`src/rtl/miriscv_execute_pipe.sv`:
```
// Execute-stage pipeline: DEPTH stages of {valid, payload, result}, plus a hold slot for multi-cycle ops.
// Define MIRISCV_EXEC_REG_READY_EN to make in_ready_o independent of out_ready_i.
module miriscv_execute_pipe #(
    parameter int XLEN      = 32,
    parameter int PAYLOAD_W = 96,
    parameter int DEPTH     = 2
) (
    input  logic                       clk_i,
    input  logic                       arstn_i,
    input  logic                       kill_i,
    input  logic                       in_valid_i,
    output logic                       in_ready_o,
    input  logic [PAYLOAD_W-1:0]       in_payload_i,
    input  logic [XLEN-1:0]            in_alu_result_i,
    input  logic                       in_mc_req_i,
    output logic                       mc_start_o,
    output logic                       mc_kill_o,
    input  logic                       mc_done_i,
    input  logic [XLEN-1:0]            mc_result_i,
    output logic                       out_valid_o,
    input  logic                       out_ready_i,
    output logic [PAYLOAD_W-1:0]       out_payload_o,
    output logic [XLEN-1:0]            out_result_o,
    output logic [$clog2(DEPTH+1)-1:0] count_o
);

    localparam int CW = $clog2(DEPTH+1);

    typedef enum logic [1:0] {IDLE, BUSY, DONE} state_t;

    state_t               state;
    logic [DEPTH-1:0]     vld_p;
    logic [PAYLOAD_W-1:0] payload_p [DEPTH];
    logic [XLEN-1:0]      result_p  [DEPTH];
    logic [PAYLOAD_W-1:0] hold_payload;
    logic [XLEN-1:0]      hold_result;

    logic [DEPTH-1:0]     can_acc;
    logic [CW-1:0]        count;
    logic                 full;
    logic                 accept;
    logic                 e_valid;
    logic [PAYLOAD_W-1:0] e_payload;
    logic [XLEN-1:0]      e_result;

    // Stage k can take new content iff some stage at or after k is empty, or the sink drains.
    always_comb begin
        can_acc = '0;
        for (int k = 0; k < DEPTH; k++) begin
            can_acc[k] = out_ready_i;
            for (int j = k; j < DEPTH; j++) begin
                if (!vld_p[j]) can_acc[k] = 1'b1;
            end
        end
    end

    always_comb begin
        count = '0;
        for (int k = 0; k < DEPTH; k++) begin
            count = count + CW'(vld_p[k]);
        end
    end

    assign full = &vld_p;

`ifdef MIRISCV_EXEC_REG_READY_EN
    assign in_ready_o = (state == IDLE) & ~full;
`else
    assign in_ready_o = (state == IDLE) & (~full | out_ready_i);
`endif

    assign accept     = in_valid_i & in_ready_o & ~kill_i;
    assign mc_start_o = accept & in_mc_req_i;
    assign mc_kill_o  = kill_i & (state == BUSY);

    // Stage-0 entry source: the input port in IDLE, the hold slot otherwise.
    always_comb begin
        e_valid   = 1'b0;
        e_payload = in_payload_i;
        e_result  = in_alu_result_i;
        case (state)
            IDLE: e_valid = accept & ~in_mc_req_i;
            BUSY: begin
                e_valid   = mc_done_i & can_acc[0];
                e_payload = hold_payload;
                e_result  = mc_result_i;
            end
            DONE: begin
                e_valid   = can_acc[0];
                e_payload = hold_payload;
                e_result  = hold_result;
            end
            default: e_valid = 1'b0;
        endcase
    end

    always_ff @(posedge clk_i or negedge arstn_i) begin
        if (!arstn_i) begin
            vld_p <= '0;
            state <= IDLE;
        end else if (kill_i) begin
            vld_p <= '0;
            state <= IDLE;
        end else begin
            for (int k = 1; k < DEPTH; k++) begin
                if (can_acc[k]) vld_p[k] <= vld_p[k-1];
            end
            if (can_acc[0]) vld_p[0] <= e_valid;
            case (state)
                IDLE: if (mc_start_o) state <= BUSY;
                BUSY: if (mc_done_i) state <= can_acc[0] ? IDLE : DONE;
                DONE: if (can_acc[0]) state <= IDLE;
                default: state <= IDLE;
            endcase
        end
    end

    // Data registers: no reset, qualified by the same advance conditions as the valids.
    always_ff @(posedge clk_i) begin
        for (int k = 1; k < DEPTH; k++) begin
            if (can_acc[k] && vld_p[k-1]) begin
                payload_p[k] <= payload_p[k-1];
                result_p[k]  <= result_p[k-1];
            end
        end
        if (can_acc[0] && e_valid) begin
            payload_p[0] <= e_payload;
            result_p[0]  <= e_result;
        end
        if (mc_start_o) hold_payload <= in_payload_i;
        if (state == BUSY && mc_done_i && !can_acc[0]) hold_result <= mc_result_i;
    end

    assign out_valid_o   = vld_p[DEPTH-1];
    assign out_payload_o = payload_p[DEPTH-1];
    assign out_result_o  = result_p[DEPTH-1];
    assign count_o       = count;

endmodule
```
`config.mk`:
```
export PLATFORM = sky130hd
export DESIGN_NAME = miriscv_execute_pipe
export DESIGN_NICKNAME = d
export VERILOG_FILES = /design/src/rtl/miriscv_execute_pipe.sv
export SDC_FILE = /design/constraint.sdc
export NUM_CORES = 1
export LEC_CHECK = 0
export CAP_MARGIN = 20
export CELL_PAD_IN_SITES_DETAIL_PLACEMENT = 1
export CELL_PAD_IN_SITES_GLOBAL_PLACEMENT = 2
export CORE_MARGIN = 3
export CORE_UTILIZATION = 25
export DETAILED_ROUTE_END_ITERATION = 6
export DONT_BUFFER_PORTS = 1
export PLACE_DENSITY_LB_ADDON = 0.2
export SETUP_SLACK_MARGIN = 0.2
export SLEW_MARGIN = 10
export SYNTH_ARGS = -nofsm -noshare
export SYNTH_HDL_FRONTEND = slang
export SYNTH_SLANG_ARGS = --single-unit
```
`constraint.sdc`:
```
create_clock -name clk_i -period 12 [get_ports clk_i]
set_input_delay 2.4 -clock clk_i [delete_from_list [all_inputs] [get_ports clk_i]]
set_output_delay 2.4 -clock clk_i [all_outputs]
set_load 0.03 [all_outputs]
```
== After elaboration in Yosys (flattened, before gate mapping) ==
Memories as Yosys holds them, arrays and structs flattened.
Index checks and enable logic that the tools add are counted.

* Register bits after elaboration: 132
* Bits in writable memories: 256
* Input bits: 167
* Logic and storage cells: 54
* Memories: 2

* Add/subtract/negate cells: 1
* Equal/unequal tests: 5
* Muxes and demuxes: 19
* Bitwise logic cells: 11
* Reductions and logical operators: 11

{| class="wikitable"
|+ Memory list
! name !! depth !! width !! rd ports !! clocked after memory_dff !! wr ports !! RTL line !! RTL
|-
| payload_p || 2 || 96 || 2 || 0 || 2 || 33 || <nowiki>logic [PAYLOAD_W-1:0] payload_p [DEPTH];</nowiki>
|-
| result_p || 2 || 32 || 2 || 0 || 2 || 34 || <nowiki>logic [XLEN-1:0] result_p [DEPTH];</nowiki>
|}

{| class="wikitable"
|+ Operators by type and width
! operator !! count
|-
| 2-to-1 mux 96 bit || 1
|-
| one-hot mux 32 bit (2 select lines) || 1
|-
| 2-to-1 mux 2 bit || 6
|-
| 2-to-1 mux 1 bit || 9
|-
| != test 3 bit (second input constant) || 3
|-
| AND 1 bit || 7
|-
| one-hot mux 2 bit (3 select lines) || 1
|-
| logical AND 1 bit || 4
|-
| nonzero test 2 bit || 2
|-
| NOT 1 bit || 3
|-
| one-hot mux 1 bit (3 select lines) || 1
|-
| AND reduction 3 bit || 1
|-
| adder 1 x 1 -> 2 bit || 1
|-
| == test 2 x 1 -> 1 bit (second input constant) || 1
|-
| == test 2 bit (second input constant) || 1
|-
| zero test 2 bit || 1
|-
| AND reduction 2 bit || 1
|-
| OR reduction 2 bit || 1
|-
| zero test 1 bit || 1
|-
| bitwise OR 1 bit || 1
|}

== Logic depth before layout (Yosys ltp) ==
Gate-level depths: netlist of run 1.

* Word-level depth: 11
* Gate-level depth with buffers: 7

== Least setup slack after synthesis of run 1 ==
No wires, ideal clock.

* Path kind: in2out
* Start: input port kill_i
* End: output port mc_start_o
* Arrival: 7.035 ns
* Data required time: 9.600 ns
* Path slack: 2.565 ns
* Stages: 3
* Cell sequence: buf_6 nand3b_4 nor2_1

* Longest elaborated chain between the ends: 3

{| class="wikitable"
|+ Ends and longest elaborated chain
! element !! RTL line !! RTL
|-
| from (decl) || 10 || <nowiki>input logic kill_i,</nowiki>
|-
| NOT 1 bit || 72 || <nowiki>assign accept = in_valid_i & in_ready_o & ~kill_i;</nowiki>
|-
| AND 1 bit || 72 ||
|-
| AND 1 bit || 73 || <nowiki>assign mc_start_o = accept & in_mc_req_i;</nowiki>
|-
| to (decl) || 16 || <nowiki>output logic mc_start_o,</nowiki>
|}

Every way passes these cells.

== Final worst setup path of run 1 ==
* Start: input port out_ready_i
* End: output port mc_start_o

* Longest elaborated chain between the ends: 5

{| class="wikitable"
|+ Ends and longest elaborated chain
! element !! RTL line !! RTL
|-
| from (decl) || 21 || <nowiki>input logic out_ready_i,</nowiki>
|-
| bitwise OR 1 bit || 69 || <nowiki>assign in_ready_o = (state == IDLE) & (~full | out_ready_i);</nowiki>
|-
| AND 1 bit || 69 ||
|-
| AND 1 bit (2 in series) || 72 ||
|-
| AND 1 bit || 73 ||
|}

Every way passes these cells.

==> results of run 1 <==
[metrics by stage]
stage | total power [W] | std cells | hold WS [ns]
2_1_floorplan | 0.00207 | 773 | 0.400
3_3_place_gp | 0.00210 | 1379 | 0.400
3_5_place_dp | 0.00212 | 1379 | 0.405
4_1_cts | 0.00347 | 1462 | 0.409
5_1_grt | 0.00355 | 1463 | 0.420
6_report | 0.00339 | 1463 | 0.410
[routing by layer]
layer  vias to the layer above  track usage  part of all wire
met5                         -            0            0.0010
met4                         4       0.0395             0.027
met3                        60       0.0487             0.096
met2                       194        0.172              0.49
met1                      3038        0.113              0.38
li1                       2616            -                 -
[placed cells by master, fill, tap and decap left out, drive strengths merged]
cell type	count
nor2	39
a222oi	1
nand2	2
mux2i	1
inv	6
clkbuf	52
dfrtp	4
nor2b	2
clkinv	26
bufinv	2
a22oi	32
nand3b	1
a21o	1
nand2b	4
clkinvlp	2
a21oi	34
mux2	97
nor3b	1
buf	7
and3b	1
ha	6
edfxtp	384
and2	1
nand3	1
[final cells by class]
class / count / share of cell area
clock inverters: 31 / 0.0136
flip-flops and latches: 388 / 0.727
well taps: 756 / 0.0592
inverters: 5 / 0.00117
repair buffers: 7 / 0.00563
clock buffers: 52 / 0.0747
multi-input cells: 224 / 0.118
[worst min path at each step]
stage                               startpoint                          end  slack, ns  depth (start not counted)
finish              payload_p[0][21]$_DFFE_PP_  payload_p[0][117]$_DFFE_PP_       0.41                          0
global placement      result_p[0][7]$_DFFE_PP_    result_p[0][39]$_DFFE_PP_       0.40                          0
floorplan            payload_p[0][4]$_DFFE_PP_  payload_p[0][100]$_DFFE_PP_       0.40                          0
global route        payload_p[0][43]$_DFFE_PP_  payload_p[0][139]$_DFFE_PP_       0.42                          0
detailed placement  payload_p[0][44]$_DFFE_PP_  payload_p[0][140]$_DFFE_PP_       0.41                          0
CTS                 payload_p[0][21]$_DFFE_PP_  payload_p[0][117]$_DFFE_PP_       0.41                          0
[cells by family (layout without fill, tap and decap cells)]
group                      Yosys count  count (layout)  share of synthesized area
buffers and inverters              161              95                     0.0763
DFF                                388             388                      0.797
adders and majority gates            6               6                    0.00515
and+or+nand+nor                     52              52                     0.0164
AOI/OAI and AO/OA                   68              68                     0.0293
muxes                               98              98                     0.0756
[registers in the layout, indices dropped and copies added, names as in the netlist]
register,cells
payload_p,192
state,2
vld_p,2
hold_payload,96
hold_result,32
result_p,64
[report_power, final]
group          internal [W]  switching, W  total, W
Clock              0.000758      0.000555   0.00131
Sequential          0.00168      0.000100   0.00178
Combinational      0.000108      0.000191  0.000299
==> impl_metrics.csv, run 1 <==
group,metric,value,unit
status,status,"complete, no violations",
setup_path,slowest_stage,"buf_4",
cells_and_area,design_area,0.0160,mm2
routing,routed_via_count,5912,
cells_and_area,share_of_post_route_cells_with_drive_strength_above_1,0.215,
logic_synthesis,synth.cell_area,0.0146,mm2
cts,postCtsResizedCells,0,
setup_path,critical_path.n_buffers_inverters,1,
cells_and_area,utilization,0.280,
floorplanning,floorplan.initialDensity,0.256,
logic_synthesis,synth_top_area_cell,"edfxtp_1",
setup_path,critical_path_required,9.60,ns
cts,cts_setup_buffers,0,
sta,period_minus_slack,5.77,ns
global_route,global_route.usage.total,0.103,
routing,drt-vias-per-instance,4.04,
floorplanning,die_y,248,um
global_route,number_of_antenna_violations_at_the_first_check_in_global_routing,2,
setup_path,r2r_start,"state[0]$_DFFE_PN0P_",
setup_path,crit_cells,4,
routing,routed_wirelength,32300,um
sta,final.period_utilization,0.481,
cts,ctsHtreeMaxLevel,2,
cts,cts_buffers,46,
floorplanning,row_count,87,
power,power.density_cell_area,212,mW/mm2
logic_synthesis,ys_ff_latch,388,
global_route,grt_pass1_vias,6479,
place,placed_cell_area,0.0146,mm2
logic_synthesis,synthesis.yosys.warnings,0,
routing,dr_drc_count,0,
cts,cts.root.buffer_cell,"clkbuf_16",
global_route,globalRouteOverflowTotal,0,
min_path,timing.hold.worst.class,"reg -> reg",
logic_synthesis,synth_top_area_share,0.790,
sta,fin_worst_skew,0.0180,ns
global_route,grt_start_max_net_pins,129,
sta,final_critical_path_setup_slack,6.23,ns
cts,worst_skew_pair.late_latency,0.56,ns
logic_synthesis,synth.cells.most_frequent,"edfxtp_1 (384), buf_4 (129), mux2_2 (71)",
setup_path,r2r_cells,5,
floorplanning,die_x,248,um
cts,cts.sink_count,388,
setup_path,timing.critical_path.max_delay_family,"buffers and inverters",
setup_path,cp_max_fo,39,
sta,max_slew_headroom,0.374,
logic_synthesis,netlist_top_cells_area,"edfxtp_1 (79%), buf_4 (6.6%), mux2_2 (5.5%), mux2_1 (2.0%), a22oi_1 (1.6%)",
sta,report.final.slew_viol_count,0,
logic_synthesis,asyncSetResetFlopFracSynth,0.0103,
floorplanning,die_ar,0.0613,mm2
logic_synthesis,ys_types,24,
logic_synthesis,seq_area_frac_synth,0.797,
logic_synthesis,synth_enable_flop_cells,384,
routing,detail_route.first_pass.iterations,4,
place,hpwlAfterDp,20100,um
logic_synthesis,syn_inst,773,
place,io_buffer_count,0,
sta,worst_slew_pin_slew,0.940,ns
routing,drtAntennaViolNets,0,
setup_path,kind_of_start_point_of_the_critical_path,"input pin",
setup_path,crit_arrival,3.37,ns
place,globalplace.congestion,0.740,
setup_path,critical_path.endpoint,"mc_start_o",
cts,worst_setup_hold_path_clk_slew,0.06,ns
cells_and_area,finish.net_count,845,
sta,rsz0062_at_grt,"false",
setup_path,setup.worst_path.start,"out_ready_i",
routing,first_iter_violations,246,
setup_path,critical_path.max_stage_delay,0.56,ns
sta,timing.setup.tns,0,ns
power,vdd_drop_max,0.101,mV
cells_and_area,final.fill_count,5858,
cells_and_area,multi_input_comb_area,0.00189,mm2
logic_synthesis,syn_avg_cell_area,18.9,um2
setup_path,worst-setup-path-type,"in -> out",
flow_run,cap_violations,0,
setup_path,worst-r2r-setup-slack,8.51,ns
cts,cts_hold_repair.buffers,0,
sta,hold_viol_final,0,
logic_synthesis,syn_nets,946,
logic_synthesis,cell_with_the_most_instances_after_synthesis,"edfxtp_1",
setup_path,r2r-end,"payload_p[0][60]$_DFFE_PP_",
cts,cts_tree,"yes",
floorplanning,floorplan.io_pins,301,
cells_and_area,insertedDiodeCount,0,
setup_path,crit_path_cell_trace,"nand2b_1 -> nand2_1 -> nor2_4 -> buf_4",
sta,maxClockFrequency,173,MHz
cells_and_area,syn2layout_area_growth,9.61,%
cells_and_area,register_area,0.0116,mm2
floorplanning,core_area,0.0570,mm2
logic_synthesis,synthFlopType,"edfxtp_1",
cts,clk_path_buf_depth,3,
routing,routed_wire_length_per_instance,22.1,um
setup_path,crit_path_end_kind,"primary output",
global_route,grt_pass1_wl,46100,um
power,leakagePower,4.97,nW
place,detailedPlace.worstSlack,6.17,ns
sta,setup_viol,0,
Power figures use the tool's default switching activity.
==> run 2, diff against run 1 <==
clock period = 5.52 ns   (was 12 ns; I/O delays follow)
==> impl_metrics.csv, run 2 (synthesis gave the netlist of run 1 again) <==
group,metric,value,unit
cells_and_area,finish.net_count,847,
setup_path,r2r-end,"result_p[0][13]$_DFFE_PP_",
global_route,grt_start_max_net_pins,82,
sta,setup_viol,0,
setup_path,worst-setup-path-type,"reg -> out",
place,io_buffer_count,0,
cells_and_area,utilization,0.280,
cts,ctsHtreeMaxLevel,2,
status,status,"complete, no violations",
cells_and_area,largest_registers,"payload_p (192), hold_payload (96), result_p (64)",
cts,postCtsResizedCells,0,
routing,first_iter_violations,363,
sta,worst_slew_pin_slew,1.07,ns
cts,clk_path_buf_depth,3,
routing,routed_wirelength,31900,um
cells_and_area,design_area,0.0160,mm2
setup_path,kind_of_start_point_of_the_critical_path,"flop",
floorplanning,floorplan.io_pins,301,
flow_run,cap_violations,0,
setup_path,crit_path_cell_trace,"inv_1 -> ha_2 -> and2_1",
cts,cts_hold_repair.buffers,0,
routing,detail_route.first_pass.iterations,4,
routing,dr_drc_count,0,
min_path,timing.hold.worst.class,"in -> async",
floorplanning,die_y,248,um
global_route,global_route.usage.total,0.101,
cells_and_area,layout.cells.most_common,"edfxtp_1",
power,leakagePower,4.96,nW
setup_path,worst-r2r-setup-slack,2.18,ns
cells_and_area,stdcell_count,1463,
place,globalplace.congestion,0.749,
setup_path,critical_path.max_stage_delay,0.76,ns
setup_path,r2r_start,"state[1]$_DFFE_PN0P_",
setup_path,cp_max_fo,36,
sta,final.period_utilization,0.618,
global_route,grt_pass1_wl,45800,um
cts,cts.root.buffer_cell,"clkbuf_16",
place,hpwlAfterDp,21000,um
place,placed_cell_area,0.0146,mm2
sta,period_minus_slack,3.41,ns
cells_and_area,syn2layout_area_growth,9.37,%
cells_and_area,share_of_post_route_cells_with_drive_strength_above_1,0.211,
floorplanning,die_ar,0.0613,mm2
cells_and_area,most_flop_heavy_register,"payload_p",
cts,cts_buffers,46,
sta,report.final.slew_viol_count,0,
floorplanning,die_x,248,um
cells_and_area,largest_reg_flops,192,
setup_path,crit_arrival,2.31,ns
cells_and_area,most_frequent_cells_in_the_layout,"edfxtp_1 (384), mux2_2 (71), clkbuf_16 (47)",
setup_path,r2r_cells,6,
routing,drt-vias-per-instance,4.03,
cts,cts_setup_buffers,0,
setup_path,slowest_stage,"ha_2",
cts,worst_setup_hold_path_clk_slew,0.06,ns
setup_path,crit_path_end_kind,"primary output",
global_route,number_of_antenna_violations_at_the_first_check_in_global_routing,1,
routing,routed_wire_length_per_instance,21.8,um
global_route,globalRouteOverflowTotal,0,
cells_and_area,insertedDiodeCount,0,
sta,rsz0062_at_grt,"false",
sta,max_slew_headroom,0.286,
power,total_power,0.00735,W
floorplanning,core_area,0.0570,mm2
sta,timing.setup.tns,0,ns
cts,worst_skew_pair.late_latency,0.57,ns
cts,cts_tree,"yes",
routing,routed_via_count,5891,
power,vdd_drop_max,0.203,mV
sta,maxClockFrequency,293,MHz
sta,fin_worst_skew,0.0215,ns
routing,drtAntennaViolNets,0,
floorplanning,row_count,87,
sta,hold_viol_final,0,
global_route,grt_pass1_vias,6556,
floorplanning,floorplan.initialDensity,0.256,
setup_path,critical_path_required,4.42,ns
power,power.density_cell_area,461,mW/mm2
cts,cts.sink_count,388,
place,numPlacedInstances,1382,
==> run 2: per-stage QoR <==
stage,hold WS [ns],worst slack [ns]
2_1_floorplan,0.400,0.380
3_3_place_gp,0.400,2.19
3_5_place_dp,0.405,2.03
4_1_cts,0.189,2.03
5_1_grt,0.206,1.85
6_report,0.248,2.11
==> run 2: worst max path at each step <==
stage / start / cells after the start / to / slack (ns)
after floorplan: kill_i / 3 / mc_start_o / 0.38
after global placement: kill_i / 5 / payload_p[0][52]$_DFFE_PP_ / 2.19
after CTS: state[1]$_DFFE_PN0P_ / 6 / payload_p[0][0]$_DFFE_PP_ / 2.03
after global routing: state[1]$_DFFE_PN0P_ / 6 / result_p[0][28]$_DFFE_PP_ / 1.85
final: state[1]$_DFFE_PN0P_ / 3 / mc_kill_o / 2.11
after detailed placement: state[1]$_DFFE_PN0P_ / 6 / payload_p[0][73]$_DFFE_PP_ / 2.03
==> run 2: cell type report <==
class                      instances  area [um2]
inverter                           5        18.8
tap                              756         946
clock inverter                    23         171
timing repair buffer               9        80.1
clock buffer                      58        1220
sequential                       388       11600
fill                            5879       41100
multi-input combinational        224        1890
==> run 2: metal layers <==
layer	routed length, um	vias to the layer above	track usage
li1	-	2602	-
met5	19	-	0
met2	15500	203	0.165
met4	861	2	0.0381
met1	12300	3028	0.115
met3	3300	56	0.0496
==> run 2: where the power goes <==
group | switching (W) | leakage, nW | total [W] | internal (W)
logic | 0.000423 | 0.706 | 0.000661 | 0.000238
registers | 0.000218 | 3.58 | 0.00386 | 0.00364
clock network | 0.00118 | 0.680 | 0.00283 | 0.00165
total | 0.00182 | 4.96 | 0.00735 | 0.00553
==> run 2: critical path, delay by kind of cell, from the launching register on <==
family	cells	cell delay, ns
buffers and inverters	1	0.16
AND/OR/NAND/NOR	1	0.43
adder cells (fa/ha/maj)	1	0.76
flip-flops	1	0.41
